## config.mk

```make
export PLATFORM = sky130hd
export DESIGN_NAME = memory_stage
export DESIGN_NICKNAME = d
export VERILOG_FILES = /design/src/rtl/memory_stage.sv
export SDC_FILE = /design/constraint.sdc
export NUM_CORES = 1
export LEC_CHECK = 0
export CAP_MARGIN = 20
export CORE_MARGIN = 5
export CORE_UTILIZATION = 40
export DETAILED_ROUTE_END_ITERATION = 16
export MAX_ROUTING_LAYER = met4
export PLACE_DENSITY_LB_ADDON = 0.12
export SLEW_MARGIN = 20
export SYNTH_ARGS = -nofsm -noshare
export SYNTH_HDL_FRONTEND = slang
export SYNTH_SLANG_ARGS = --single-unit
```

## constraint.sdc

```tcl
create_clock -name clk -period 2.63 [get_ports clk]
set_input_delay 0.263 -clock clk [delete_from_list [all_inputs] [get_ports clk]]
set_output_delay 0.263 -clock clk [all_outputs]
set_load 0.01 [all_outputs]
```

## src/rtl/memory_stage.sv

```systemverilog
// Memory stage of the five-stage RISC-V pipeline: E/M register, data-memory
// request/ready handshake with timeout, lane steering and load extension.
module memory_stage #(
    parameter int WIDTH   = 32,
    parameter int TIMEOUT = 15
) (
    input  logic             clk,
    input  logic             rst_n,
    input  logic             RegWriteE,
    input  logic             MemWriteE,
    input  logic [1:0]       ResultSrcE,
    input  logic [2:0]       Funct3E,
    input  logic [WIDTH-1:0] ALUResultE,
    input  logic [WIDTH-1:0] WriteDataE,
    input  logic [WIDTH-1:0] PCPlus4E,
    input  logic [4:0]       RdE,
    output logic             DMemReq,
    output logic             DMemWe,
    output logic [WIDTH-1:0] DMemAddr,
    output logic [3:0]       DMemBe,
    output logic [WIDTH-1:0] DMemWData,
    input  logic [WIDTH-1:0] DMemRData,
    input  logic             DMemReady,
    output logic             StallM,
    output logic             RegWriteM,
    output logic [1:0]       ResultSrcM,
    output logic [4:0]       RdM,
    output logic [WIDTH-1:0] ALUResultM,
    output logic [WIDTH-1:0] PCPlus4M,
    output logic [WIDTH-1:0] ReadDataM,
    output logic             MemFaultM,
    output logic             DbgState
);
    typedef enum logic {S_IDLE = 1'b0, S_WAIT = 1'b1} state_t;
    localparam logic [7:0] TMO = 8'(TIMEOUT);

    state_t           state_q, state_d;
    logic [7:0]       cnt_q, cnt_d;
    logic             reg_write_q, reg_write_d;
    logic             mem_write_q, mem_write_d;
    logic [1:0]       result_src_q, result_src_d;
    logic [2:0]       funct3_q, funct3_d;
    logic [WIDTH-1:0] alu_q, alu_d;
    logic [WIDTH-1:0] wdata_q, wdata_d;
    logic [WIDTH-1:0] pc4_q, pc4_d;
    logic [4:0]       rd_q, rd_d;

    logic             store_m, load_m, mem_op, funct_ok, misaligned, bad_op, legal_op;
    logic             timeout_hit, complete;
    logic [WIDTH-1:0] lane;

    always_ff @(posedge clk or negedge rst_n) begin
        if (!rst_n) begin
            state_q      <= S_IDLE;
            cnt_q        <= '0;
            reg_write_q  <= 1'b0;
            mem_write_q  <= 1'b0;
            result_src_q <= '0;
            funct3_q     <= '0;
            alu_q        <= '0;
            wdata_q      <= '0;
            pc4_q        <= '0;
            rd_q         <= '0;
        end else begin
            state_q      <= state_d;
            cnt_q        <= cnt_d;
            reg_write_q  <= reg_write_d;
            mem_write_q  <= mem_write_d;
            result_src_q <= result_src_d;
            funct3_q     <= funct3_d;
            alu_q        <= alu_d;
            wdata_q      <= wdata_d;
            pc4_q        <= pc4_d;
            rd_q         <= rd_d;
        end
    end

    // E/M register holds while the access is outstanding.
    always_comb begin
        reg_write_d  = reg_write_q;
        mem_write_d  = mem_write_q;
        result_src_d = result_src_q;
        funct3_d     = funct3_q;
        alu_d        = alu_q;
        wdata_d      = wdata_q;
        pc4_d        = pc4_q;
        rd_d         = rd_q;
        if (!StallM) begin
            reg_write_d  = RegWriteE;
            mem_write_d  = MemWriteE;
            result_src_d = ResultSrcE;
            funct3_d     = Funct3E;
            alu_d        = ALUResultE;
            wdata_d      = WriteDataE;
            pc4_d        = PCPlus4E;
            rd_d         = RdE;
        end
    end

    // Store wins if both load and store are flagged.
    always_comb begin
        store_m  = mem_write_q;
        load_m   = (result_src_q == 2'b01) && !mem_write_q;
        mem_op   = store_m || load_m;
        funct_ok = 1'b0;
        case (funct3_q)
            3'b000, 3'b001, 3'b010: funct_ok = 1'b1;
            3'b100, 3'b101:         funct_ok = load_m;
            default:                funct_ok = 1'b0;
        endcase
        misaligned = ((funct3_q[1:0] == 2'b01) && alu_q[0]) ||
                     ((funct3_q[1:0] == 2'b10) && (alu_q[1:0] != 2'b00));
        bad_op      = mem_op && (!funct_ok || misaligned);
        legal_op    = mem_op && !bad_op;
        timeout_hit = (state_q == S_WAIT) && (cnt_q == TMO) && !DMemReady;
        DMemReq     = legal_op && !timeout_hit;
        complete    = DMemReq && DMemReady;
        StallM      = legal_op && !complete && !timeout_hit;
        MemFaultM   = bad_op || timeout_hit;
        RegWriteM   = reg_write_q && !StallM && !MemFaultM;
        DMemWe      = DMemReq && store_m;
        DbgState    = (state_q == S_WAIT);
    end

    always_comb begin
        state_d = state_q;
        cnt_d   = cnt_q;
        case (state_q)
            S_IDLE: begin
                if (legal_op && !DMemReady) begin
                    state_d = S_WAIT;
                    cnt_d   = 8'd1;
                end
            end
            S_WAIT: begin
                if (DMemReady || (cnt_q == TMO)) begin
                    state_d = S_IDLE;
                    cnt_d   = '0;
                end else begin
                    cnt_d = cnt_q + 8'd1;
                end
            end
            default: begin
                state_d = S_IDLE;
                cnt_d   = '0;
            end
        endcase
    end

    // Lane steering for stores and extraction/extension for loads.
    always_comb begin
        DMemAddr = {alu_q[WIDTH-1:2], 2'b00};
        case (funct3_q[1:0])
            2'b00: begin
                DMemBe    = 4'b0001 << alu_q[1:0];
                DMemWData = {4{wdata_q[7:0]}};
            end
            2'b01: begin
                DMemBe    = 4'b0011 << alu_q[1:0];
                DMemWData = {2{wdata_q[15:0]}};
            end
            default: begin
                DMemBe    = 4'b1111;
                DMemWData = wdata_q;
            end
        endcase
        lane = DMemRData >> {alu_q[1:0], 3'b000};
        ReadDataM = '0;
        if (load_m && complete) begin
            case (funct3_q)
                3'b000:  ReadDataM = {{24{lane[7]}}, lane[7:0]};
                3'b001:  ReadDataM = {{16{lane[15]}}, lane[15:0]};
                3'b100:  ReadDataM = {24'd0, lane[7:0]};
                3'b101:  ReadDataM = {16'd0, lane[15:0]};
                default: ReadDataM = lane;
            endcase
        end
    end

    assign ResultSrcM = result_src_q;
    assign RdM        = rd_q;
    assign ALUResultM = alu_q;
    assign PCPlus4M   = pc4_q;
endmodule

```

== After elaboration in Yosys (flattened, before gate mapping) ==
Cells that the tools add are included.

* Bits in registers: 117
* Input port bits: 143
* Word-level logic and storage cells: 69

* Add/subtract/negate cells: 1
* Equal/unequal tests: 9
* Shifts and indexed selects: 3
* Mux-type cells: 11
* Bitwise logic cells: 1
* Reduce and logical (&&, ||, !) cells: 34

{| class="wikitable"
|+ Operators by type and width
! operator !! number
|-
| case mux 32 bit (4 select lines) || 1
|-
| case mux 32 bit (2 select lines) || 1
|-
| two-way mux 32 bit || 1
|-
| >> shifter 32 x 5 -> 32 bit || 1
|-
| logical AND 1 bit || 16
|-
| two-way mux 8 bit || 2
|-
| case mux 8 bit (2 select lines) || 1
|-
| adder 8 x 1 -> 8 bit (second input constant) || 1
|-
| equality test 8 x 4 -> 1 bit (second input constant) || 1
|-
| logical NOT 1 bit || 8
|-
| case mux 4 bit (2 select lines) || 1
|-
| equality test 3 bit (second input constant) || 2
|-
| logical OR 1 bit || 5
|-
| equality test 2 x 1 -> 1 bit (second input constant) || 2
|-
| case mux 1 bit (2 select lines) || 2
|-
| left shift 1 x 2 -> 4 bit (first input constant) || 1
|-
| left shift 2 x 2 -> 4 bit (first input constant) || 1
|-
| equality test 3 x 1 -> 1 bit (second input constant) || 1
|-
| equality test 3 x 2 -> 1 bit (second input constant) || 1
|-
| logical NOT 3 bit || 1
|-
| OR reduction 3 bit || 1
|-
| equality test 2 bit (second input constant) || 1
|-
| logical NOT 2 bit || 1
|-
| two-way mux 1 bit || 2
|-
| 4 further kinds || 4
|}

== Logic depth before layout (Yosys ltp) ==
* Word-level depth: 16
* Depth in mapped cells: 8
* Depth with buffers taken out: 5

== Worst setup path before layout ==
Ideal clock, no wire load.

* Path kind: reg-to-output
* Start: register alu_q[0] (netlist: ALUResultM[0])
* End: output port ReadDataM[0]
* Data arrival time: 1894 ps
* Setup slack: 473 ps
* Stages on the path, launching flop included: 6
* Cell sequence: dfrtp_1 > buf_1 > buf_1 > clkbuf_1 > a211oi_1 > a211oi_1

* Longest elaborated chain between the ends: 11
* Elaborated cells on any way between the ends: 14
* Classes of those cells: shift (1); mux (2); reduce/logical (11)

{| class="wikitable"
|+ Ends and longest elaborated chain
! element !! RTL line !! RTL
|-
| start: declaration || 43 || <nowiki>logic [WIDTH-1:0] alu_q, alu_d;</nowiki>
|-
| start signal: assignment || 71 || <nowiki>alu_q <= alu_d;</nowiki>
|-
| parallel branches: the longest is 10 deep, another holds >> shifter 32 x 5 -> 32 bit || n/a ||
|-
| two-way mux 32 bit * || 169 || <nowiki>if (load_m && complete) begin</nowiki>
|-
| end: declaration || 30 || <nowiki>output logic [WIDTH-1:0] ReadDataM,</nowiki>
|}

Mark *: on every way between the ends.

== Final worst setup path ==
* Start: register alu_q[1] (netlist: ALUResultM[1])
* End: output port ReadDataM[7]

Same word-level chain as after synthesis.

==> metrics.txt <==
run status complete, no violations; Layout fillers 1160; Hold Path Class in2async; Synth async-reset ratio 100%; most frequent cells after synthesis dfrtp_1 (117), mux2_2 (107), nand2_1 (48), buf_4 (40), o21ai_0 (33); final-stage net count 970; grt ovf 0; fmax 393 MHz; Mean Syn Cell Area 11.6 um^2; number of flops mapped to enable cells by yosys 0; WL/cell 19.1 um; PortBufs 317; htree depth 4; ranking of synthesized cells by area dfrtp_1 (48%), mux2_2 (20%), buf_4 (4.9%); post-synth top area share 48.0%; cell area after synthesis 6100 um^2; DIE AREA 17800 um^2; Synth Warn # 0; Synth cell types 51; Initial DRT Pass Iterations 4; Initial Utilization 40.4%; vias in the first global route 5837; Seq. cell area 2930 um^2; Final ANT Viol Nets 0; CTS Sinks 117; worst-path fanout max 34; Crit. End Element output pin; fin crit share 96.8%; Main synth FF type dfrtp_1; post-synth top area cell dfrtp_1; I/O pins 320; core footprint 15100 um^2; fin. max-slew vios 0; fin crit period 2550 ps; CTS Buf Count 17; routability cong. 0.872; Rel. slew slack 56.0%; DIE WIDTH 133 um; Area Growth Syn to Fin 64.7%; fin util 66.6%; Die Ht 133 um; DR DRC count 0; vias 5297; Vias/cell 5.15; arrival time at the worst endpoint 2280 ps; Core Rows 45; Post-Route Setup TNS 0 ps; WS Path Type reg2out; final setup fails 0; PwrDens 597 nW/um^2; largest net degree at the start of global routing 118; startpoint types register; latest clock arrival within the worst-skew pair 410 ps; root buffer cell clkbuf_16; count leader, synth dfrtp_1; initial antenna violation count 1; worst endpoint required time 2370 ps; Fin. Hold Viols 0; Layout Skew 7.29 ps; initial DRC count 175; gr usage total 22.6%; DP HPWL 15000 um; share of cells above drive strength 1 23.4%; maximum clock path buffer count 2; first-pass GRT wire length 30800 um; Seq/Total Area, Yosys 48.0%; Synth Instances 528; Max Cap Viol 0; Clk pin slew, worst setup/hold paths 50 ps; actual slew at the worst max-slew pin 660 ps; CTS tree done; final wirelength 19600 um; P_leak 4.43 nW; number of synthesized register bits 117; area of the multi-input gates 2770 um^2; Peak VDD IR 0.000369 V
==> metrics by stage <==
| step | std cells | setup WS (ps) | power, mW | cell area (um^2) | hold WS [ps] |
|---|---|---|---|---|---|
| 4_1_cts | 1027 | -2.54 | 6.05 | 9990 | 446 |
| 3_5_place_dp | 991 | -102 | 3.48 | 9310 | 429 |
| 6_report | 1028 | 83.2 | 6.00 | 10000 | 452 |
| 2_1_floorplan | 529 | 473 | 2.71 | 6100 | -32.6 |
| 3_3_place_gp | 991 | -56.4 | 3.45 | 9310 | 412 |
| 5_1_grt | 1028 | -8.29 | 6.25 | 10000 | 450 |
==> power by group <==
| part | leakage (nW) | switching, mW | total [mW] | internal (mW) |
|---|---|---|---|---|
| clock network | 0.311 | 0.781 | 2.54 | 1.75 |
| registers | 1.38 | 0.132 | 2.09 | 1.96 |
| logic | 2.74 | 0.541 | 1.37 | 0.824 |
| total | 4.43 | 1.45 | 5.99 | 4.54 |
==> state kept, by name (all words and copies together) (netlist names), 2 cells and up <==
| name | cells |
|---|---|
| ALUResultM | 32 |
| PCPlus4M | 32 |
| wdata_q | 32 |
| cnt_q | 8 |
| RdM | 5 |
| funct3_q | 3 |
| ResultSrcM | 2 |
==> area by class of cell <==
cell class,instances,share of cell area (%)
inverter,6,0.224
clock buffer,24,4.79
tap,188,2.34
antenna,1,0.0249
sequential,117,29.2
timing repair buffer,348,34.2
clock inverter,8,1.69
multi-input combinational,336,27.6
==> cells by family (layout without fill, tap and decap cells) <==
| family | count (synthesis) | in the layout | synth area share [%] |
|---|---|---|---|
| flops | 117 | 117 | 48.0 |
| compound gates | 87 | 87 | 9.11 |
| simple gates | 105 | 105 | 8.66 |
| other cells | 1 | 3 | 0.0615 |
| buf+inv | 76 | 386 | 7.69 |
| mux | 141 | 141 | 26.3 |
| fa+ha+maj | 1 | 1 | 0.205 |
==> critical path, cell delays in order (launching register included) <==
cell and delay, ps:
dfrtp_1 420, buf_8 200, o21ai_1 190, and2_4 180, nand2_1 80, buf_12 160
nor2_1 100, clkdlybuf4s50_1 550
==> worst paths after layout <==
path	depth (start not counted)	slack, ps	start	end
max reg2reg	7	460	ALUResultM[1]$_DFFE_PN0N_	wdata_q[16]$_DFFE_PN0N_
min in group clk	2	460	PCPlus4E[3]	PCPlus4M[3]$_DFFE_PN0N_
min reg2reg	1	500	wdata_q[23]$_DFFE_PN0N_	wdata_q[23]$_DFFE_PN0N_
max in group asynchronous	3	1610	rst_n	funct3_q[1]$_DFFE_PN0N_
min	3	450	rst_n	ALUResultM[9]$_DFFE_PN0N_
max	7	80	ALUResultM[1]$_DFFE_PN0N_	ReadDataM[7]
==> layer usage <==
layer / up-vias / share of wire (%) / global-route usage (%)
met5: - / 0 / -
met4: 0 / 3.5 / 9.77
met3: 42 / 7.7 / 7.02
met2: 259 / 52 / 39.3
met1: 2568 / 37 / 23.6
li1: 2428 / - / -
==> repair_timing <==
item	4_1_cts	5_1_grt
endpoints found under the hold margin	92	0
endpoints found under the setup margin	36	16
pin swaps	0	1
hold buffers	1	0
buffers inserted	3	0
resized for setup	38	19
==> cell usage in the layout, fill, tap and decap left out, types with 13 or more instances in the layout <==
cell type        netlist  routed
a211oi_1              14      14
buf_4                 40      27
mux2_2               107     107
clkbuf_16              0      17
mux2i_1               24      23
clkdlybuf4s50_1        0     282
nor2_1                14      13
dlygate4sd2_1          0      24
dfrtp_1              117     115
o21ai_0               33      30
nand2_1               48      48
Note: power is estimated with default switching activity, not from simulation.
